--- config.mk ---
export PLATFORM = sky130hd
export DESIGN_NAME = popcount_expander_4to13_flat
export DESIGN_NICKNAME = d
export VERILOG_FILES = /design/src/rtl/popcount_expander_4to13_pkg.sv /design/src/rtl/popcount_expander_4to13_if.sv /design/src/rtl/popcount_expander_4to13.sv /design/src/flat_wrapper.sv
export SDC_FILE = /design/constraint.sdc
export NUM_CORES = 1
export LEC_CHECK = 0
export ABC_AREA = 1
export BUFFER_PORTS_ARGS = -buffer_cell sky130_fd_sc_hd__clkbuf_2
export CAP_MARGIN = 10
export CORE_MARGIN = 1
export CORE_UTILIZATION = 45
export DETAILED_ROUTE_END_ITERATION = 6
export MAX_ROUTING_LAYER = met4
export PLACE_DENSITY = 0.72
export SLEW_MARGIN = 5
export SYNTH_ARGS = -nofsm -noshare
export SYNTH_HDL_FRONTEND = slang
export SYNTH_SLANG_ARGS = --single-unit
--- constraint.sdc ---
create_clock -name clk -period 1.3 [get_ports clk]
set_input_delay 0 -clock clk [delete_from_list [all_inputs] [get_ports clk]]
set_output_delay 0 -clock clk [all_outputs]
set_load 0.02 [all_outputs]
--- src/rtl/popcount_expander_4to13_pkg.sv ---
// Shared NPU popcount constants and types, common to the 13-to-4 compression
// adders and to the unary expander that undoes them.
package npu_pc_pkg;

   // Frame length in beats and largest legal population count.
   localparam int N_BITS = 13;
   // Count width; 2**CW must exceed N_BITS so N_BITS itself is representable.
   localparam int CW = 4;

   // Expander control state.
   typedef enum logic {
      IDLE = 1'b0,
      SEND = 1'b1
   } state_t;

endpackage : npu_pc_pkg

--- src/rtl/popcount_expander_4to13_if.sv ---
// Count-in / unary-beat-out handshake bundle of the popcount expander.
// The slave modport is the expander; the master modport is its environment
// (count producer plus beat consumer).
interface popcount_expander_4to13_if #(
   parameter int W = npu_pc_pkg::CW
);
   logic         s_valid;
   logic         s_ready;
   logic [W-1:0] s_count;
   logic         m_valid;
   logic         m_ready;
   logic         m_bit;
   logic         m_first;
   logic         m_last;

   modport slave (
      input  s_valid,
      input  s_count,
      input  m_ready,
      output s_ready,
      output m_valid,
      output m_bit,
      output m_first,
      output m_last
   );

   modport master (
      output s_valid,
      output s_count,
      output m_ready,
      input  s_ready,
      input  m_valid,
      input  m_bit,
      input  m_first,
      input  m_last
   );
endinterface : popcount_expander_4to13_if

--- src/rtl/popcount_expander_4to13.sv ---
// Popcount expander: turns a count (0..N_BITS) into an N_BITS-beat unary
// bit-serial frame holding exactly that many ones. Out-of-range counts are
// clamped to N_BITS and flagged on the sticky sat_err. A count offered on the
// last beat of a frame is taken in the same cycle so frames run gap-free.
module popcount_expander_4to13 #(
   parameter int N_BITS = npu_pc_pkg::N_BITS,
   parameter int CW     = npu_pc_pkg::CW,
   // 0: ones first (beat i is 1 iff i < count); 1: ones last.
   parameter int ORDER  = 0
) (
   input  logic                         clk,
   input  logic                         rst_n,
   input  logic                         clr,
   output logic                         sat_err,
   popcount_expander_4to13_if.slave     bus
);
   import npu_pc_pkg::*;

   localparam logic [CW-1:0] MAX_CNT  = CW'(N_BITS);
   localparam logic [CW-1:0] LAST_IDX = CW'(N_BITS - 1);

   state_t        state_reg;
   logic [CW-1:0] idx_reg;
   logic [CW-1:0] cnt_reg;
   logic          sat_err_reg;

   logic          in_send;
   logic          at_last;
   logic          beat_acc;
   logic          cnt_acc;
   logic          over_range;
   logic [CW-1:0] cnt_clamped;
   logic          unary_bit;

   assign in_send  = (state_reg == SEND);
   assign at_last  = in_send && (idx_reg == LAST_IDX);
   assign beat_acc = in_send && bus.m_ready;

   // The only input-to-output combinational path: m_ready -> s_ready, which
   // lets the next count load on the closing beat without a bubble.
   assign bus.s_ready = !in_send || (at_last && bus.m_ready);
   assign cnt_acc     = bus.s_valid && bus.s_ready;

   assign over_range  = (bus.s_count > MAX_CNT);
   assign cnt_clamped = over_range ? MAX_CNT : bus.s_count;

   // Thermometer decode of the held count against the beat index.
   generate
      if (ORDER == 0) begin : g_ones_first
         assign unary_bit = (idx_reg < cnt_reg);
      end else begin : g_ones_last
         assign unary_bit = (idx_reg >= (MAX_CNT - cnt_reg));
      end
   endgenerate

   // Outputs are decoded from registers only and forced low outside a frame,
   // so they stay put for as long as the consumer stalls.
   assign bus.m_valid = in_send;
   assign bus.m_bit   = in_send && unary_bit;
   assign bus.m_first = in_send && (idx_reg == '0);
   assign bus.m_last  = at_last;
   assign sat_err     = sat_err_reg;

   // Frame control: load a clamped count, step through the beats, chain or idle.
   always_ff @(posedge clk or negedge rst_n) begin
      if (!rst_n) begin
         state_reg <= IDLE;
         idx_reg   <= '0;
         cnt_reg   <= '0;
      end else begin
         case (state_reg)
            IDLE: begin
               if (cnt_acc) begin
                  cnt_reg   <= cnt_clamped;
                  idx_reg   <= '0;
                  state_reg <= SEND;
               end
            end
            SEND: begin
               if (beat_acc) begin
                  if (!at_last) begin
                     idx_reg <= idx_reg + 1'b1;
                  end else if (cnt_acc) begin
                     cnt_reg <= cnt_clamped;
                     idx_reg <= '0;
                  end else begin
                     state_reg <= IDLE;
                  end
               end
            end
            default: begin
               state_reg <= IDLE;
            end
         endcase
      end
   end

   // Sticky saturation flag; a saturating accept beats a simultaneous clear.
   always_ff @(posedge clk or negedge rst_n) begin
      if (!rst_n) begin
         sat_err_reg <= 1'b0;
      end else if (cnt_acc && over_range) begin
         sat_err_reg <= 1'b1;
      end else if (clr) begin
         sat_err_reg <= 1'b0;
      end
   end

endmodule : popcount_expander_4to13

--- src/flat_wrapper.sv ---
// flat-port wrapper written by rule: the top's interface ports become plain ports
module popcount_expander_4to13_flat import npu_pc_pkg::*;
#(
   parameter int N_BITS = npu_pc_pkg::N_BITS,
   parameter int CW     = npu_pc_pkg::CW,
                                                              
   parameter int ORDER  = 0
)
  (clk, rst_n, clr, sat_err, bus_s_valid, bus_s_count, bus_m_ready, bus_s_ready, bus_m_valid, bus_m_bit, bus_m_first, bus_m_last);
  popcount_expander_4to13_if #(.W(4)) bus_i ();
  input  logic clk;
  input  logic rst_n;
  input  logic clr;
  output logic sat_err;
  input wire logic [$bits(bus_i.s_valid)-1:0] bus_s_valid;
  input wire logic [$bits(bus_i.s_count)-1:0] bus_s_count;
  input wire logic [$bits(bus_i.m_ready)-1:0] bus_m_ready;
  output wire logic [$bits(bus_i.s_ready)-1:0] bus_s_ready;
  output wire logic [$bits(bus_i.m_valid)-1:0] bus_m_valid;
  output wire logic [$bits(bus_i.m_bit)-1:0] bus_m_bit;
  output wire logic [$bits(bus_i.m_first)-1:0] bus_m_first;
  output wire logic [$bits(bus_i.m_last)-1:0] bus_m_last;
  assign bus_i.s_valid = bus_s_valid;
  assign bus_i.s_count = bus_s_count;
  assign bus_i.m_ready = bus_m_ready;
  assign bus_s_ready = bus_i.s_ready;
  assign bus_m_valid = bus_i.m_valid;
  assign bus_m_bit = bus_i.m_bit;
  assign bus_m_first = bus_i.m_first;
  assign bus_m_last = bus_i.m_last;
  popcount_expander_4to13 #(.N_BITS(N_BITS), .CW(CW), .ORDER(ORDER)) u_core (.clk(clk), .rst_n(rst_n), .clr(clr), .sat_err(sat_err), .bus(bus_i));
endmodule
==> results.json <==
{
  "violations": "setup timing",
  "timing.final.setup_violations": 11,
  "first_global_vias": 638,
  "crit_family": "flip-flops",
  "cell_with_the_biggest_individual_delay_on_the_critical_path": "dfrtp_2",
  "starting_utilization_of_the_core_area": 0.481,
  "clkTransAtPathRegs_ns": 0.07,
  "final-max-slew-violation-count": 0,
  "nets": 130,
  "antenna_violating_nets_post_route": 0,
  "final.min_clock_period_ns": 1.39,
  "h_tree_levels": 1,
  "layout-drive-gt1-share": 0.561,
  "setup.worst_path.end_class": "output port",
  "buffers_plus_inverters_on_the_worst_setup_path": 1,
  "drt_wl_total_um": 2050,
  "root_buffer": "clkbuf_4",
  "critPathKind": "flop to output port",
  "cts_max_path_buffers": 2,
  "ys_seq_elements": 10,
  "crit_path_start_kind": "flop",
  "final-seq-area_um2": 255,
  "place.port_buffers": 14,
  "power.density_nw_per_um2": 2350,
  "post-route-drc-count": 0,
  "grt.overflow.total": 0,
  "die-width_um": 39.3,
  "area_used_by_multi_input_combinational_logic_um2": 409,
  "syn_area_per_cell_um2": 8.23,
  "area_growth_pct": 65.8,
  "syn-instance-count": 76,
  "finalInstanceArea_um2": 1040,
  "design.portCount": 15,
  "clock_skew_ns": 0.00861,
  "setup-tns-final_ns": -0.614,
  "grt_use_total": 0.288,
  "cp.required_ns": 1.30,
  "max-vdd-ir-drop_v": 0.00116,
  "layout_commonest_cell": "buf_4",
  "cp.arrival_ns": 1.39,
  "worst_slew_margin_rel": 0.820,
  "wire_length_of_the_first_global_routing_pass_um": 2710,
  "core_um2": 1300,
  "tritoncts_clock_tree": "yes",
  "drt-vias-per-instance": 5.41,
  "cp_cell_sequence": "ha_4, a21oi_2, o21ai_1, nor2_1, buf_4",
  "initial_antenna_violation_count": 0,
  "status": "finished with violations",
  "insertion_delay_ns": 0.28,
  "maximum_number_of_pins_on_one_net_before_global_route_repair": 11,
  "dpl_cell_area_um2": 714,
  "cap_violations": 0,
  "placementRows": 13,
  "rsz0062_at_grt": "true",
  "detailedRoute.firstPassIterationCount": 4,
  "finalHoldViolations": 0,
  "synth_unique_cells": 21,
  "ys_warn_count": 0,
  "layout.cells.most_common_list": "17 x buf_4, 10 x nand2_1, 10 x clkbuf_2",
  "gp_congestion": 0.844,
  "antennaDiodeCount": 0,
  "tritoncts_num_sinks": 10,
  "crit_path_max_fanout": 4,
  "min_path_type": "input port to flop",
  "wl_per_cell_um": 15.9,
  "syn-num-nets": 90,
  "mappedNetlistArea_um2": 626,
  "via_count": 698,
  "die_h_um": 39.3,
  "p_leak_uw": 0.000524,
  "highest_clock_rate_ghz": 0.718,
  "detailedPlacementHpwl_um": 941,
  "nFillCells": 80,
  "cp_slowest_stage_delay_ns": 0.44,
  "fin_crit_sh": 1.07,
  "clock_buffer_count_from_cts": 3,
  "worst-slew-pin-transition_ns": 0.270,
  "die_area_um2": 1540,
  "drt-initial-drc-count": 29,
  "synth-seq-area-share": 0.400,
  "finalWorstSetupSlack_ns": -0.0918
}
## repair_timing
item,CTS,global route
endpoints found under the hold margin,16,0
buffers inserted,10,4
resized for setup,16,23
pin swaps,5,4
hold buffers,7,0
endpoints found under the setup margin,11,14
## routing by layer
layer | GRT usage | routed length [um] | vias to the layer above
met2 | 0.471 | 963 | 25
met4 | 0.198 | 122 | 0
met3 | 0.0341 | 122 | 13
li1 | - | - | 325
met1 | 0.328 | 840 | 335
met5 | - | 0 | -
## metrics by stage
| step | instances | total power, uW | setup slack (ns) | util | hold slack (ns) |
|---|---|---|---|---|---|
| global route | 129 | 2600 | -0.152 | 0.797 | 0.0939 |
| floorplan | 76 | 1170 | 0.0680 | - | -0.296 |
| finish | 129 | 2440 | -0.0918 | 0.797 | 0.0610 |
| global placement | 105 | 1380 | 0.0257 | 0.549 | -0.119 |
| detailed placement | 105 | 1420 | -0.0248 | 0.549 | -0.117 |
| CTS | 125 | 2010 | -0.150 | 0.719 | 0.0185 |
## power breakdown
group / switching [uW] / internal (uW) / total, uW / leakage, uW
logic: 821 / 812 / 1630 / 0.000394
clock network: 115 / 107 / 222 / 0.0000138
registers: 131 / 451 / 582 / 0.000116
## worst paths after layout
kind	startpoint	cells past startpoint	slack, ns	endpoint
max reg2reg	u_core.idx_reg[1]	7	-0.09	u_core.idx_reg[3]
max in group asynchronous	rst_n	2	0.95	u_core.idx_reg[1]
max	u_core.idx_reg[1]	5	-0.09	bus_m_bit
min in group asynchronous	rst_n	2	0.12	u_core.idx_reg[0]
min reg2reg	u_core.cnt_reg[0]	2	0.51	u_core.cnt_reg[0]
min	bus_m_ready	3	0.06	u_core.idx_reg[1]
## cell type report
class / instances / area share
Multi-Input combinational cell: 51 / 0.394
Timing Repair Buffer: 36 / 0.264
Sequential cell: 10 / 0.246
Inverter: 14 / 0.0555
Clock buffer: 3 / 0.0217
Tap cell: 15 / 0.0181
## logic make-up after synthesis
family / Yosys count / share of synthesized area
XOR/XNOR: 1 / 0.0140
adder cells (fa/ha/maj): 5 / 0.100
flip-flops: 10 / 0.400
AO/OA/AOI/OAI: 13 / 0.128
AND/OR/NAND/NOR: 32 / 0.254
buffers and inverters: 15 / 0.104
## worst min-delay path, delay by kind of cell
family,cells,cell delay (ns)
buffers and inverters,1,0.12
and+or+nand+nor,1,0.12
AOI/OAI and AO/OA,1,0.07
## synthesized netlist by cell type
| master | number | share of area |
|---|---|---|
| o21ai_2 | 3 | 0.042 |
| buf_4 | 1 | 0.012 |
| o22ai_1 | 1 | 0.010 |
| o21a_1 | 1 | 0.012 |
| inv_1 | 13 | 0.078 |
| o21ai_0 | 2 | 0.016 |
| or2_1 | 1 | 0.010 |
| nand2_1 | 14 | 0.084 |
| ha_1 | 5 | 0.10 |
| nand3_4 | 1 | 0.028 |
| nand3_2 | 1 | 0.016 |
| nand4_1 | 1 | 0.010 |
| clkinv_4 | 1 | 0.014 |
| nand2_2 | 2 | 0.020 |
| nand3_1 | 5 | 0.040 |
| nor3_1 | 2 | 0.016 |
| a21oi_1 | 4 | 0.032 |
| nor2_1 | 5 | 0.030 |
| xor2_1 | 1 | 0.014 |
| o21ai_1 | 2 | 0.016 |
| dfrtp_1 | 10 | 0.40 |
(Power assumes the default switching activity.)
